<file path="src/rtl/bht_write_sched.sv">
// rtl/bht_write_sched.sv - BHT write-port scheduler: row clear sweeps and buffered branch updates
module bht_write_sched #(
  parameter int NR_ROWS    = 256,
  parameter int PC_W       = 64,
  parameter int FIFO_DEPTH = 4,
  parameter int DROP_W     = 8
) (
  input  logic                       clk_i,
  input  logic                       rst_i,
  input  logic                       flush_i,
  input  logic                       debug_mode_i,
  input  logic                       upd_valid_i,
  input  logic [PC_W-1:0]            upd_pc_i,
  input  logic                       upd_taken_i,
  output logic                       bht_upd_valid_o,
  output logic [PC_W-1:0]            bht_upd_pc_o,
  output logic                       bht_upd_taken_o,
  output logic                       clr_we_o,
  output logic [$clog2(NR_ROWS)-1:0] clr_addr_o,
  output logic                       busy_o,
  output logic [DROP_W-1:0]          drop_cnt_o
);

  localparam int RW = $clog2(NR_ROWS);
  localparam int AW = $clog2(FIFO_DEPTH);

  typedef enum logic [1:0] {S_IDLE, S_SWEEP, S_DRAIN} state_t;

  state_t            r_state, w_state_nxt;
  logic [RW-1:0]     r_row, w_row, w_row_nxt;
  logic [AW:0]       r_wptr, r_rptr, w_wptr_nxt, w_rptr_nxt;
  logic [PC_W:0]     r_mem [FIFO_DEPTH];
  logic [DROP_W-1:0] r_drop;
  logic              r_upd_valid, r_upd_taken, r_clr_we, r_busy;
  logic [PC_W-1:0]   r_upd_pc;
  logic [RW-1:0]     r_clr_addr;

  logic          w_empty, w_full, w_empty_nxt, w_sweep_now, w_last_row;
  logic          w_push, w_pop, w_accept, w_drop, w_fifo_wr, w_fifo_rd;
  logic [PC_W:0] w_fwd;
  logic          w_clr_we_nxt, w_upd_valid_nxt, w_busy_nxt;
  logic [RW-1:0] w_clr_addr_nxt;

  // A flush overrides the current state and makes this edge the row-0 clear write.
  assign w_sweep_now = flush_i || (r_state == S_SWEEP);
  assign w_row       = flush_i ? '0 : r_row;
  assign w_last_row  = (w_row == RW'(NR_ROWS - 1));

  assign w_empty   = (r_wptr == r_rptr);
  assign w_full    = ((r_wptr ^ r_rptr) == {1'b1, {AW{1'b0}}});
  assign w_push    = upd_valid_i && !debug_mode_i && !flush_i;
  assign w_pop     = !w_sweep_now && (!w_empty || w_push);
  assign w_accept  = w_push && (!w_full || w_pop);
  assign w_drop    = w_push && !w_accept;
  // An update arriving at an empty FIFO while popping bypasses the storage.
  assign w_fifo_wr = w_accept && !(w_pop && w_empty);
  assign w_fifo_rd = w_pop && !w_empty;
  assign w_fwd     = w_empty ? {upd_taken_i, upd_pc_i} : r_mem[r_rptr[AW-1:0]];

  assign w_wptr_nxt  = flush_i ? r_rptr : (r_wptr + {{AW{1'b0}}, w_fifo_wr});
  assign w_rptr_nxt  = r_rptr + {{AW{1'b0}}, w_fifo_rd};
  assign w_empty_nxt = (w_wptr_nxt == w_rptr_nxt);

  always_ff @(posedge clk_i or posedge rst_i) begin
    if (rst_i) begin
      r_state <= S_SWEEP;
      r_row   <= '0;
    end else begin
      r_state <= w_state_nxt;
      r_row   <= w_row_nxt;
    end
  end

  always_comb begin
    w_state_nxt = r_state;
    w_row_nxt   = r_row;
    if (w_sweep_now) begin
      w_row_nxt   = w_row + 1'b1;
      w_state_nxt = S_SWEEP;
      if (w_last_row)
        w_state_nxt = w_empty_nxt ? S_IDLE : S_DRAIN;
    end else if (r_state == S_DRAIN && w_empty_nxt) begin
      w_state_nxt = S_IDLE;
    end
  end

  always_comb begin
    w_clr_we_nxt    = w_sweep_now;
    w_clr_addr_nxt  = w_sweep_now ? w_row : '0;
    w_upd_valid_nxt = w_pop;
    w_busy_nxt      = flush_i || (r_state != S_IDLE);
  end

  always_ff @(posedge clk_i or posedge rst_i) begin
    if (rst_i) begin
      r_wptr      <= '0;
      r_rptr      <= '0;
      r_drop      <= '0;
      r_upd_valid <= 1'b0;
      r_upd_pc    <= '0;
      r_upd_taken <= 1'b0;
      r_clr_we    <= 1'b0;
      r_clr_addr  <= '0;
      r_busy      <= 1'b1;
    end else begin
      r_wptr      <= w_wptr_nxt;
      r_rptr      <= w_rptr_nxt;
      r_upd_valid <= w_upd_valid_nxt;
      r_clr_we    <= w_clr_we_nxt;
      r_clr_addr  <= w_clr_addr_nxt;
      r_busy      <= w_busy_nxt;
      if (w_pop) begin
        r_upd_pc    <= w_fwd[PC_W-1:0];
        r_upd_taken <= w_fwd[PC_W];
      end
      if (w_drop && !(&r_drop))
        r_drop <= r_drop + 1'b1;
    end
  end

  always_ff @(posedge clk_i) begin
    if (w_fifo_wr)
      r_mem[r_wptr[AW-1:0]] <= {upd_taken_i, upd_pc_i};
  end

  assign bht_upd_valid_o = r_upd_valid;
  assign bht_upd_pc_o    = r_upd_pc;
  assign bht_upd_taken_o = r_upd_taken;
  assign clr_we_o        = r_clr_we;
  assign clr_addr_o      = r_clr_addr;
  assign busy_o          = r_busy;
  assign drop_cnt_o      = r_drop;

endmodule

</file>
<file path="config.mk">
export PLATFORM = sky130hd
export DESIGN_NAME = bht_write_sched
export DESIGN_NICKNAME = d
export VERILOG_FILES = /design/src/rtl/bht_write_sched.sv
export SDC_FILE = /design/constraint.sdc
export NUM_CORES = 1
export LEC_CHECK = 0
export ABC_AREA = 1
export ABC_CLOCK_PERIOD_IN_PS = 7000
export CAP_MARGIN = 30
export CORE_UTILIZATION = 30
export CTS_CLUSTER_SIZE = 24
export DETAILED_ROUTE_END_ITERATION = 8
export SLEW_MARGIN = 40
export SYNTH_ARGS = -nofsm -noshare
export SYNTH_HDL_FRONTEND = slang
export SYNTH_SLANG_ARGS = --single-unit
</file>
<file path="constraint.sdc">
create_clock -name clk_i -period 7 [get_ports clk_i]
set_input_delay 1.75 -clock clk_i [delete_from_list [all_inputs] [get_ports clk_i]]
set_output_delay 1.75 -clock clk_i [all_outputs]
set_load 0.02 [all_outputs]
</file>
[Word-level counts from Yosys, hierarchy flattened]
Memories as Yosys holds them, arrays and structs flattened.
Cells that the tools add are included.
Operators by class
  $add $sub $neg: 4
  equality and inequality tests: 6
  mux-type cells: 10
  bitwise operators: 1
  reduce and logical (&&, ||, !) cells: 25
Operators with widths (count)
  $mux 65: 1
  $add 8x1->8 const B: 2
  $mux 8: 2
  $logic_and 1x1->1: 10
  $eq 8x8->1 const B: 1
  $logic_not 1->1: 8
  $mux 2: 4
  $reduce_and 8->1: 1
  $add 3x1->3: 2
  $eq 3x3->1: 2
  $logic_or 1x1->1: 4
  $reduce_bool 2->1: 2
  $eq 3x3->1 const B: 1
  $mux 3: 1
  $xor 3x3->3: 1
  $eq 2x1->1 const B: 1
  $eq 2x2->1 const B: 1
  $mux 1: 2
Word-level totals
  flip-flop bits (word level): 100
  bits in writable memories: 260
  input port bits: 70
  word-level logic and storage cells: 58
  memories: 1
Memories
  r_mem: depth 4, width 65, read ports 1, clocked after Yosys merged registers in 0, write ports 1, line 32  | logic [PC_W:0] r_mem [FIFO_DEPTH];

[Longest topological paths before layout]
Gate-level depths: netlist of run 1.
  depth in word-level cells: 14
  gate-level depth with buffers: 20

[Worst setup path after synthesis of run 1]
OpenSTA, ideal clock, no wires.
  kind: input-to-reg
  start point: in flush_i
  end point: mem r_mem[0][0] in the netlist's numbering (enable)
  library setup time: 0.489 ns
  arrival: 5.132 ns
  required time: 6.511 ns
  slack: 1.379 ns
  cell stages on the path: 8
  buffers on the path: 1
  path through: buf_6 > inv_6 > nand2_4 > nor2_8 > inv_1 > nor2_1 > o21ai_0 > nor2_1
On the way
  cells in the longest elaborated chain, start to end: 9
Ends and longest elaborated chain
  from (decl): line 10  | input logic flush_i,
  $logic_not 1->1: line 51  | assign w_push = upd_valid_i && !debug_mode_i && !flush_i;
  $logic_and 1x1->1: line 51
  $logic_or 1x1->1: line 52  | assign w_pop = !w_sweep_now && (!w_empty || w_push);
  $logic_and 1x1->1: line 52
  $logic_or 1x1->1 / $logic_and 1x1->1 (equally long branches): line 53, 56
  $logic_and 1x1->1 / $logic_not 1->1 (equally long branches): line 53, 56
  $logic_and 1x1->1 *: line 56  | assign w_fifo_wr = w_accept && !(w_pop && w_empty);
  $mux 1 *: line 122  | if (w_fifo_wr)
  $mux 1 (not written as such) *: line 123  | r_mem[r_wptr[AW-1:0]] <= {upd_taken_i, upd_pc_i};
  to (decl): line 32
Every way passes the cells marked *; elsewhere a longest branch is shown, timed or not.

[Final worst setup path of run 1]
  start point: in flush_i
  end point: reg r_state[1]
On the way
  cells in the longest elaborated chain, start to end: 13
Ends and longest elaborated chain
  $logic_not 1->1: line 51
  $logic_and 1x1->1: line 51
  $logic_or 1x1->1: line 52
  $logic_and 1x1->1: line 52
  $logic_or 1x1->1 / $logic_and 1x1->1 (equally long branches): line 53, 56
  $logic_and 1x1->1 / $logic_not 1->1 (equally long branches): line 53, 56
  $logic_and 1x1->1: line 56
  $add 3x1->3: line 60  | assign w_wptr_nxt = flush_i ? r_rptr : (r_wptr + {{AW{1'b0}}, w_fifo_wr});
  $mux 3 *: line 60
  net w_wptr_nxt[1]: line 31  | logic [AW:0] r_wptr, r_rptr, w_wptr_nxt, w_rptr_nxt;
  $eq 3x3->1 *: line 62  | assign w_empty_nxt = (w_wptr_nxt == w_rptr_nxt);
  $mux 2: line 81  | w_state_nxt = w_empty_nxt ? S_IDLE : S_DRAIN;
  $mux 2: line 80  | if (w_last_row)
  $mux 2: line 77  | if (w_sweep_now) begin
  to (signal assigned): line 69  | r_state <= w_state_nxt;
  to (decl): line 29  | state_t r_state, w_state_nxt;
Mark *: on every way through the listed nets, which the timed path passes. The rest lies on a longest branch.
A chain may end at the register's enable or synchronous reset.

==> flow_metrics.tcl, run 1 <==
set metrics [dict create \
    ant_nets 0 \
    status "finished, final reports clean" \
    whs_ns 0.512 \
    cp_slowest_cell "clkdlybuf4s50_1" \
    r2r_cells 8 \
    row_count 80 \
    dpl_cell_area_um2 16900 \
    coreArea_um2 48100 \
    dieArea_um2 50100 \
    slowest_delay_ns 0.76 \
    cts_max_level 2 \
    r2r_setup_slack_ns 3.32 \
    r2r-end "r_mem[3][50]" \
    diodes 0 \
    clk_latency_ns 0.55 \
    cts_buffers 39 \
    required_ns 7.45 \
    powerDensity_nw_per_um2 267 \
    dp_hpwl_um 21000 \
    fin_nets 1492 \
    synth_area_um2 14800 \
    fmax_ghz 0.227 \
    drt_iter0_drc 832 \
    cp_common_cell "nand2_1" \
    worst_slew_pin_slew_ns 0.778 \
    avgRoutedWirePerCell_um 18.8 \
    start_util_pct 30.6 \
    min-delay-start "bht_upd_pc_o[47]" \
    netlist_instances 1286 \
    ys_seq_area_share_pct 69.9 \
    hold_violations 0 \
    grt_pass1_wl_um 60300 \
    viasPerCell 4.86 \
    vdd_ir_drop_max_uv 142 \
    worstPathCellList "clkdlybuf4s50_1 > inv_6 > nand2_4 > inv_6 > nand2_4 > o21ai_0 > buf_4 > inv_1 > ha_1 > ha_1 > nand2_1 > nand2_1 > nand2_1 > nand3_1 > nor2_1 > nand2_1 > nand2_1 > inv_1" \
    detailedPlace.worstSlack_ns 2.03 \
    endpoint_kind "register" \
    yosys.area.top_type_share_pct 52.9 \
    synth_area_leaders "edfxtp_1, dfrtp_1, nand3_1" \
    grt_pass1_vias 9867 \
    portBuffers 153 \
    p_comb_share_pct 9.3 \
    crit_type "in2reg" \
    clockRootBuffer "clkbuf_16" \
    synth_common_cells "nand2_1, nand3_1, edfxtp_1, dfrtp_1, nand4_1" \
    num_vias 10200 \
    antenna_found_initial 8 \
    finalWorstPathRequiredPeriod_ns 4.40 \
    finalMaxSlewViolations 0 \
    io_pins 154 \
    post_cts_resized 0 \
    synth-edff-count 260 \
    sequentialPowerShare_pct 49.6 \
    total_power_mw 4.85 \
    syn_area_per_cell_um2 11.5 \
    yosysUniqueCellTypes 35 \
    slew_headroom_pct 48.1 \
    path_max_fanout 35 \
    setup_violations 0 \
    cts_setup_buffers 0 \
    drt-total-wl_um 39500 \
    grt_use_total_pct 15.8 \
    synth-async-reset-ratio_pct 27.8 \
    synth_nets 1362 \
    place_congestion 0.789 \
    r2r_start "r_rptr[0]" \
    fin_ws_ns 2.60 \
    drc_errors 0 \
    switching_power_mw 1.18 \
    cts_sinks 360 \
    yosys_register_bits 360 \
    nFillCells 4587 \
    die_w_um 224 \
    p_int_mw 3.68 \
    final_area_um2 18200 \
    swShare_pct 24.3 \
    synth_warnings 0 \
    rsz0062_at_grt "false" \
    synth.most_common_cell "nand2_1" \
    cts_tree "built" \
    critPathLaunchType "input pin" \
    hold_depth 2 \
    syn2layout_area_growth_pct 23.1 \
    dr.pass1.iters 5 \
    min_to "bht_upd_pc_o[47]" \
    p_leak_nw 6.84 \
    clk_pin_slew_ns 0.06 \
    clock_path_buffers 3 \
    arrival_ns 4.85 \
    grt_max_degree 74 \
    post-synth-top-area-cell "edfxtp_1" \
    ys.flop_type "edfxtp_1" \
    drv_cap 0 \
    die_y_um 224 \
    period_share_pct 62.9 \
    drive_gt1_share_pct 8.92 \
    fin_tns_setup_ns 0 \
    hold_path.class "reg2reg" \
    cts_hold_buf 0 \
    power.clock.fraction_pct 41.1 \
    grt_overflow 0 \
    skew_ns 0.0217 \
]
==> flip-flops by register name (all words and copies together), names as in the netlist <==
signal	count
bht_upd_valid_o	1
busy_o	1
r_rptr	3
clr_addr_o	8
r_wptr	3
r_row	8
r_mem	260
r_state	2
bht_upd_pc_o	64
drop_cnt_o	8
clr_we_o	1
bht_upd_taken_o	1
==> power groups by stage <==
stage               Combinational, mW  Clock, mW  Sequential (mW)
floorplan                       0.217          0             2.47
global placement                0.445          0             2.45
detailed placement              0.458          0             2.45
CTS                             0.460       2.04             2.41
global route                    0.497       2.12             2.41
finish                          0.453       1.99             2.41
==> cells in the final DEF (no fill, tap or decap), drive strengths merged <==
master,netlist,layout
xor2,4,4
nand4,69,69
nand3b,1,1
o21ai,11,11
bufinv,0,2
nor3,5,5
nor2,26,26
inv,34,35
clkbuf,29,57
o22ai,1,1
edfxtp,260,260
buf,54,19
dfstp,2,2
nand2,402,402
a41oi,1,1
clkinv,1,12
dfrtp,98,98
ha,6,6
a21oi,1,1
xnor2,4,4
nand3,277,277
clkdlybuf4s50,0,153
==> worst max-delay path, delay by kind of cell <==
family / cells / cell delay [ns]
buffers and inverters: 6 / 1.72
and+or+nand+nor: 9 / 0.75
adders and majority gates: 2 / 0.45
AOI/OAI and AO/OA: 1 / 0.16
==> through the flow <==
step / util [%] / std cells
final: 37.7 / 2102
after CTS: 37.7 / 2102
after global placement: 35.0 / 2028
after global routing: 37.7 / 2102
after floorplan: - / 1286
after detailed placement: 35.2 / 2031
==> kinds of logic (layout without fill, tap and decap cells) <==
| group | Yosys count | in the layout | synth area share [%] |
|---|---|---|---|
| and+or+nand+nor | 780 | 780 | 24.5 |
| AOI/OAI and AO/OA | 14 | 14 | 0.509 |
| DFF | 360 | 360 | 69.9 |
| buffers and inverters | 118 | 278 | 4.12 |
| adders and majority gates | 6 | 6 | 0.509 |
| xor gates and xnor gates | 8 | 8 | 0.475 |
==> worst max-delay path by stage <==
| stage | startpoint | to | depth (start not counted) |
|---|---|---|---|
| finish | flush_i | r_state[1] | 18 |
| global route | flush_i | r_state[1] | 18 |
| CTS | flush_i | r_mem[3][49] | 9 |
| detailed placement | flush_i | r_mem[3][60] | 9 |
| global placement | flush_i | r_state[1] | 18 |
| floorplan | flush_i | r_mem[0][0] | 8 |
==> layout make-up <==
cell class,count,area (um2),share of cell area (%)
clock inverters,14,140,0.772
flip-flops and latches,360,10300,56.8
repair buffers,172,1770,9.77
well taps,656,821,4.52
inverters,35,150,0.827
clock buffers,57,1080,5.98
multi-input cells,808,3870,21.3
==> layer usage <==
layer	vias to the layer above	global-route usage [%]	wire length, um
li1	4757	-	-
met1	5064	21.3	17900
met2	312	24.3	17800
met3	75	4.68	2830
met4	16	5.13	881
met5	-	0	109
Power figures use the tool's default switching activity.
==> run 2, diff against run 1 <==
ABC_CLOCK_PERIOD_IN_PS = 3970   (was 7000)
clock period = 3.97 ns   (was 7 ns; I/O delays follow)
==> run 2 against run 1 <==
- register-to-register slack worse by 2.1 ns
- core utilization up 0.36 points
- first-iteration DRC count down 2.9%
- sequential cell count unchanged
- cell area up 0.95%
- critical path depth down 8
- non-clock buffer count up 3
- sequential share of layout area down 0.54 points
- sequential power up 76%
- via count down 0.54%
- worst hold slack worse by 0.0042 ns
==> flow_metrics.tcl, run 2 (synthesis gave the netlist of run 1 again) <==
set metrics [dict create \
    nFillCells 4637 \
    use_met2_pct 25.6 \
    grt_use_met3_pct 3.21 \
    die_w_um 224 \
    worst_slew_pin_slew_ns 0.777 \
    portBuffers 153 \
    r2r_start "r_rptr[0]" \
    critPathTopFamily "buffers and inverters" \
    cts_setup_buffers 0 \
    setup_violations 0 \
    drive_gt1_share_pct 9.83 \
    io_pins 154 \
    period_share_pct 71.2 \
    finalMaxSlewViolations 0 \
    dp_hpwl_um 20400 \
    final_core_util_pct 38.1 \
    fin_tns_setup_ns 0 \
    worstPathCellList "clkdlybuf4s50_1 > inv_6 > nand2_4 > inv_6 > nand2_4 > buf_4 > nor2_4 > buf_4 > nand2_1 > nand3_1" \
    cts_max_level 2 \
    dp.cells 2034 \
    fmax_ghz 0.354 \
    slowest_delay_ns 0.55 \
    grt_use_total_pct 15.9 \
    rsz0062_at_grt "false" \
    status "finished, final reports clean" \
    largest_reg_flops 260 \
    clock_path_buffers 3 \
    finalWorstPathRequiredPeriod_ns 2.83 \
    powerDensity_nw_per_um2 488 \
    dieArea_um2 50100 \
    final_cells 2114 \
    drc_errors 0 \
    die_y_um 224 \
    busiest_layer "met2" \
    met1_usage_pct 21.2 \
    total_power_mw 8.95 \
    grt_pass1_vias 9944 \
    cts_sinks 360 \
    path_max_fanout 43 \
    viasPerCell 4.81 \
    final_common_cell "nand2_1" \
    place_congestion 0.794 \
    cp_num_buf_inv 5 \
    antenna_found_initial 6 \
    p_leak_nw 6.93 \
    dr.pass1.iters 5 \
    start_util_pct 30.6 \
    cts_tree "built" \
    endpoint_kind "register" \
    layout_common_cells "nand2_1, nand3_1, edfxtp_1" \
    slew_headroom_pct 48.2 \
    whs_ns 0.508 \
    crit_type "in2reg" \
    grt_pass1_wl_um 60400 \
    fin_nets 1497 \
    skew_ns 0.0222 \
    arrival_ns 3.33 \
    clockRootBuffer "clkbuf_16" \
    cts_hold_buf 0 \
    ant_nets 0 \
    num_vias 10200 \
    clk_pin_slew_ns 0.06 \
    min-delay-start "r_row[7]" \
    vdd_ir_drop_max_uv 266 \
    hold_violations 0 \
    grt_overflow 0 \
    critPathLaunchType "input pin" \
    startpoint "flush_i" \
    avgRoutedWirePerCell_um 18.9 \
    drt-total-wl_um 39900 \
    grt_max_degree 83 \
    clk_latency_ns 0.57 \
    drt_iter0_drc 808 \
    row_count 80 \
    cp_slowest_cell "buf_4" \
    hold_path.class "reg2reg" \
    coreArea_um2 48100 \
    cts_buffers 41 \
    drv_cap 0 \
    required_ns 4.47 \
    post_cts_resized 0 \
    syn2layout_area_growth_pct 24.2 \
]
## run 2: changes by cell type in the layout (fill, tap and decap cells not counted), sizes merged
cell | previous run | this run
clkbuf | 57 | 55
clkinv | 12 | 16
clkinvlp | 0 | 2
bufinv | 2 | 4
buf | 19 | 22
inv | 35 | 34
diode | 0 | 4
## run 2: layer usage
metal  wire, um  up-vias
met4       1010        6
met3       2060       71
met2      18600      265
met1      18200     5051
met5         35        -
li1           -     4776
## run 2: worst paths after layout
| kind | end | slack, ns | depth (start not counted) |
|---|---|---|---|
| setup / recovery | bht_upd_pc_o[8] | 1.14 | 10 |
| min in group asynchronous | drop_cnt_o[3] | 0.88 | 2 |
| max in group asynchronous | bht_upd_pc_o[44] | 2.25 | 3 |
| hold reg to reg | r_row[7] | 0.51 | 2 |
| setup reg to reg | r_state[1] | 1.20 | 16 |
| hold / removal | r_row[7] | 0.51 | 2 |
## run 2: report_power, final
group	internal, mW	switching [mW]	leakage (nW)
Combinational	0.286	0.511	2.55
Clock	2.36	1.54	0.688
Sequential	4.16	0.0883	3.69
## run 2: stage by stage
step	instance area (um2)	worst slack, ns
3_5_place_dp	16900	0.552
5_1_grt	18300	0.934
6_report	18300	1.14
3_3_place_gp	16900	0.559
4_1_cts	18300	1.14
2_1_floorplan	14800	-0.893
## run 2: area by class of cell
type / count / area [um2] / share of cell area (%)
tap: 656 / 821 / 4.48
sequential: 360 / 10300 / 56.3
timing repair buffer: 175 / 1770 / 9.63
inverter: 35 / 148 / 0.806
multi-input combinational: 808 / 3870 / 21.1
antenna: 4 / 10.0 / 0.0546
clock buffer: 55 / 1190 / 6.50
clock inverter: 21 / 206 / 1.13
## run 2: worst register-to-register path: stages (launching register included)
cell and delay, ns:
dfrtp_4 0.92, nand2_1 0.15, nand2_2 0.13, nand3_4 0.13, nand2_4 0.32, inv_1 0.09
ha_1 0.19, ha_1 0.22, inv_1 0.08, nand2_1 0.05, nand2_1 0.08, nand3_1 0.08
nand2_1 0.08, inv_1 0.04, nand2_1 0.05, nand2_1 0.04, inv_1 0.04
==> run 3, diff against run 2 <==
ABC_CLOCK_PERIOD_IN_PS = 2580   (was 3970)
clock period = 2.58 ns   (was 3.97 ns; I/O delays follow)
==> run 3 against run 2 <==
- register-to-register slack got worse by 0.83 ns
- clock skew decreased by 0.0091 ns
- clock-buffer cell count grew 4
- non-clock buffer count grew 20
- critical path depth down 9
- sequential cell count stayed put
- wire length is 2.2% lower
- sequential share of layout area fell by 0.75 points
- worst hold slack got worse by 0.0044 ns
- cell count rose by 0.71%
==> flow_metrics.tcl, run 3 (synthesis gave the netlist of run 1 again) <==
set metrics [dict create \
    drv_cap 0 \
    clock_path_buffers 3 \
    die_w_um 224 \
    dieArea_um2 50100 \
    viasPerCell 4.77 \
    p_leak_nw 7.03 \
    multi_input_area_um2 3900 \
    register_area_um2 10300 \
    min_to "bht_upd_pc_o[62]" \
    r2r_setup_slack_ns 0.37 \
    endpoint_kind "output port" \
    coreArea_um2 48100 \
    hold_path.class "reg2reg" \
    largest_reg_flops 260 \
    hold_depth 2 \
    io_pins 154 \
    fin_nets 1517 \
    setup_violations 0 \
    layout_common_cells "nand2_1, nand3_1, edfxtp_1" \
    cp_slowest_cell "clkdlybuf4s50_1" \
    r2r_cells 18 \
    final_common_cell "nand2_1" \
    clockRootBuffer "clkbuf_16" \
    whs_ns 0.503 \
    post_cts_resized 0 \
    cts_hold_buf 0 \
    cp_num_buf_inv 1 \
    fin_ws_ns 0.266 \
    period_share_pct 89.7 \
    cts_sinks 360 \
    slew_headroom_pct 50.4 \
    num_vias 10200 \
    crit_cells 1 \
    r2r_start "r_rptr[0]" \
    drc_errors 0 \
    dpl_cell_area_um2 17200 \
    total_power_mw 13.6 \
    row_count 80 \
    grt_max_degree 132 \
    diodes 0 \
    final_core_util_pct 38.6 \
    drt_iter0_drc 704 \
    slowest_delay_ns 0.61 \
    r2r-end "r_state[1]" \
    worstPathCellList "clkdlybuf4s50_1" \
    finalMaxSlewViolations 0 \
    crit_type "reg2out" \
    min-delay-start "bht_upd_pc_o[62]" \
    cts_buffers 41 \
    grt_pass1_wl_um 59800 \
    cts_max_level 2 \
    fmax_ghz 0.432 \
    cts_tree "built" \
    worst_slew_pin_slew_ns 0.743 \
    arrival_ns 1.67 \
    grt_use_total_pct 15.6 \
    dr.pass1.iters 5 \
    start_util_pct 30.6 \
    detailedPlace.worstSlack_ns -0.340 \
    grt_overflow 0 \
    vdd_ir_drop_max_uv 358 \
    hold_violations 0 \
    final_area_um2 18600 \
    cts_setup_buffers 0 \
    avgRoutedWirePerCell_um 18.3 \
    portBuffers 153 \
    clk_pin_slew_ns 0.06 \
    drt-total-wl_um 39000 \
    powerDensity_nw_per_um2 732 \
    finalWorstPathRequiredPeriod_ns 2.31 \
    antenna_found_initial 1 \
    skew_ns 0.0130 \
    path_max_fanout 1 \
    place_congestion 0.772 \
    grt_pass1_vias 9882 \
    critPathLaunchType "register" \
    nFillCells 4569 \
    dp_hpwl_um 21800 \
    die_y_um 224 \
    status "finished, final reports clean" \
    required_ns 1.93 \
    rsz0062_at_grt "false" \
    ant_nets 0 \
    drive_gt1_share_pct 11.1 \
    critPathTopFamily "buffers and inverters" \
    syn2layout_area_growth_pct 25.9 \
    clk_latency_ns 0.56 \
]
## run 3: final cells by class
| cell class | instances | area share (%) |
|---|---|---|
| Sequential cell | 360 | 55.6 |
| Multi-Input combinational cell | 808 | 21.0 |
| Timing Repair Buffer | 195 | 10.9 |
| Clock buffer | 59 | 6.39 |
| Tap cell | 656 | 4.42 |
| Clock inverter | 16 | 0.896 |
| Inverter | 35 | 0.815 |
## run 3: worst max-delay path by stage
stage	from	end	slack (ns)
floorplan	flush_i	r_mem[0][0]	-0.1
global placement	flush_i	bht_upd_valid_o	-0.31
CTS	busy_o	busy_o	0.22
detailed placement	flush_i	bht_upd_valid_o	-0.34
finish	busy_o	busy_o	0.27
global route	flush_i	r_state[1]	0.13
## run 3: per-layer routing
layer	up-vias	global-route usage, %	wire [um]
li1	4821	-	-
met1	5014	21.2	17500
met2	258	25.4	18700
met3	59	3.15	2030
met4	2	4.07	750
met5	-	0	12
## run 3: where the power goes
| group | leakage (nW) | internal, mW | total (mW) | switching [mW] |
|---|---|---|---|---|
| logic | 2.68 | 0.463 | 1.28 | 0.816 |
| registers | 3.69 | 6.40 | 6.49 | 0.0943 |
| clock network | 0.653 | 3.50 | 5.83 | 2.33 |
| total | 7.03 | 10.4 | 13.6 | 3.24 |
## run 3: through the flow
step	instances	setup TNS, ns
after floorplan	1286	-20.80
after global placement	2054	-29.13
after detailed placement	2054	-36.08
after CTS	2129	0
after global routing	2129	0
final	2129	0
## run 3: worst register-to-register path, delay by kind of cell, from the launching register on
family / cells / cell delay [ns]
AOI/OAI and AO/OA: 1 / 0.06
adders and majority gates: 2 / 0.43
and+or+nand+nor: 12 / 0.94
buffers and inverters: 3 / 0.16
DFF: 1 / 0.51
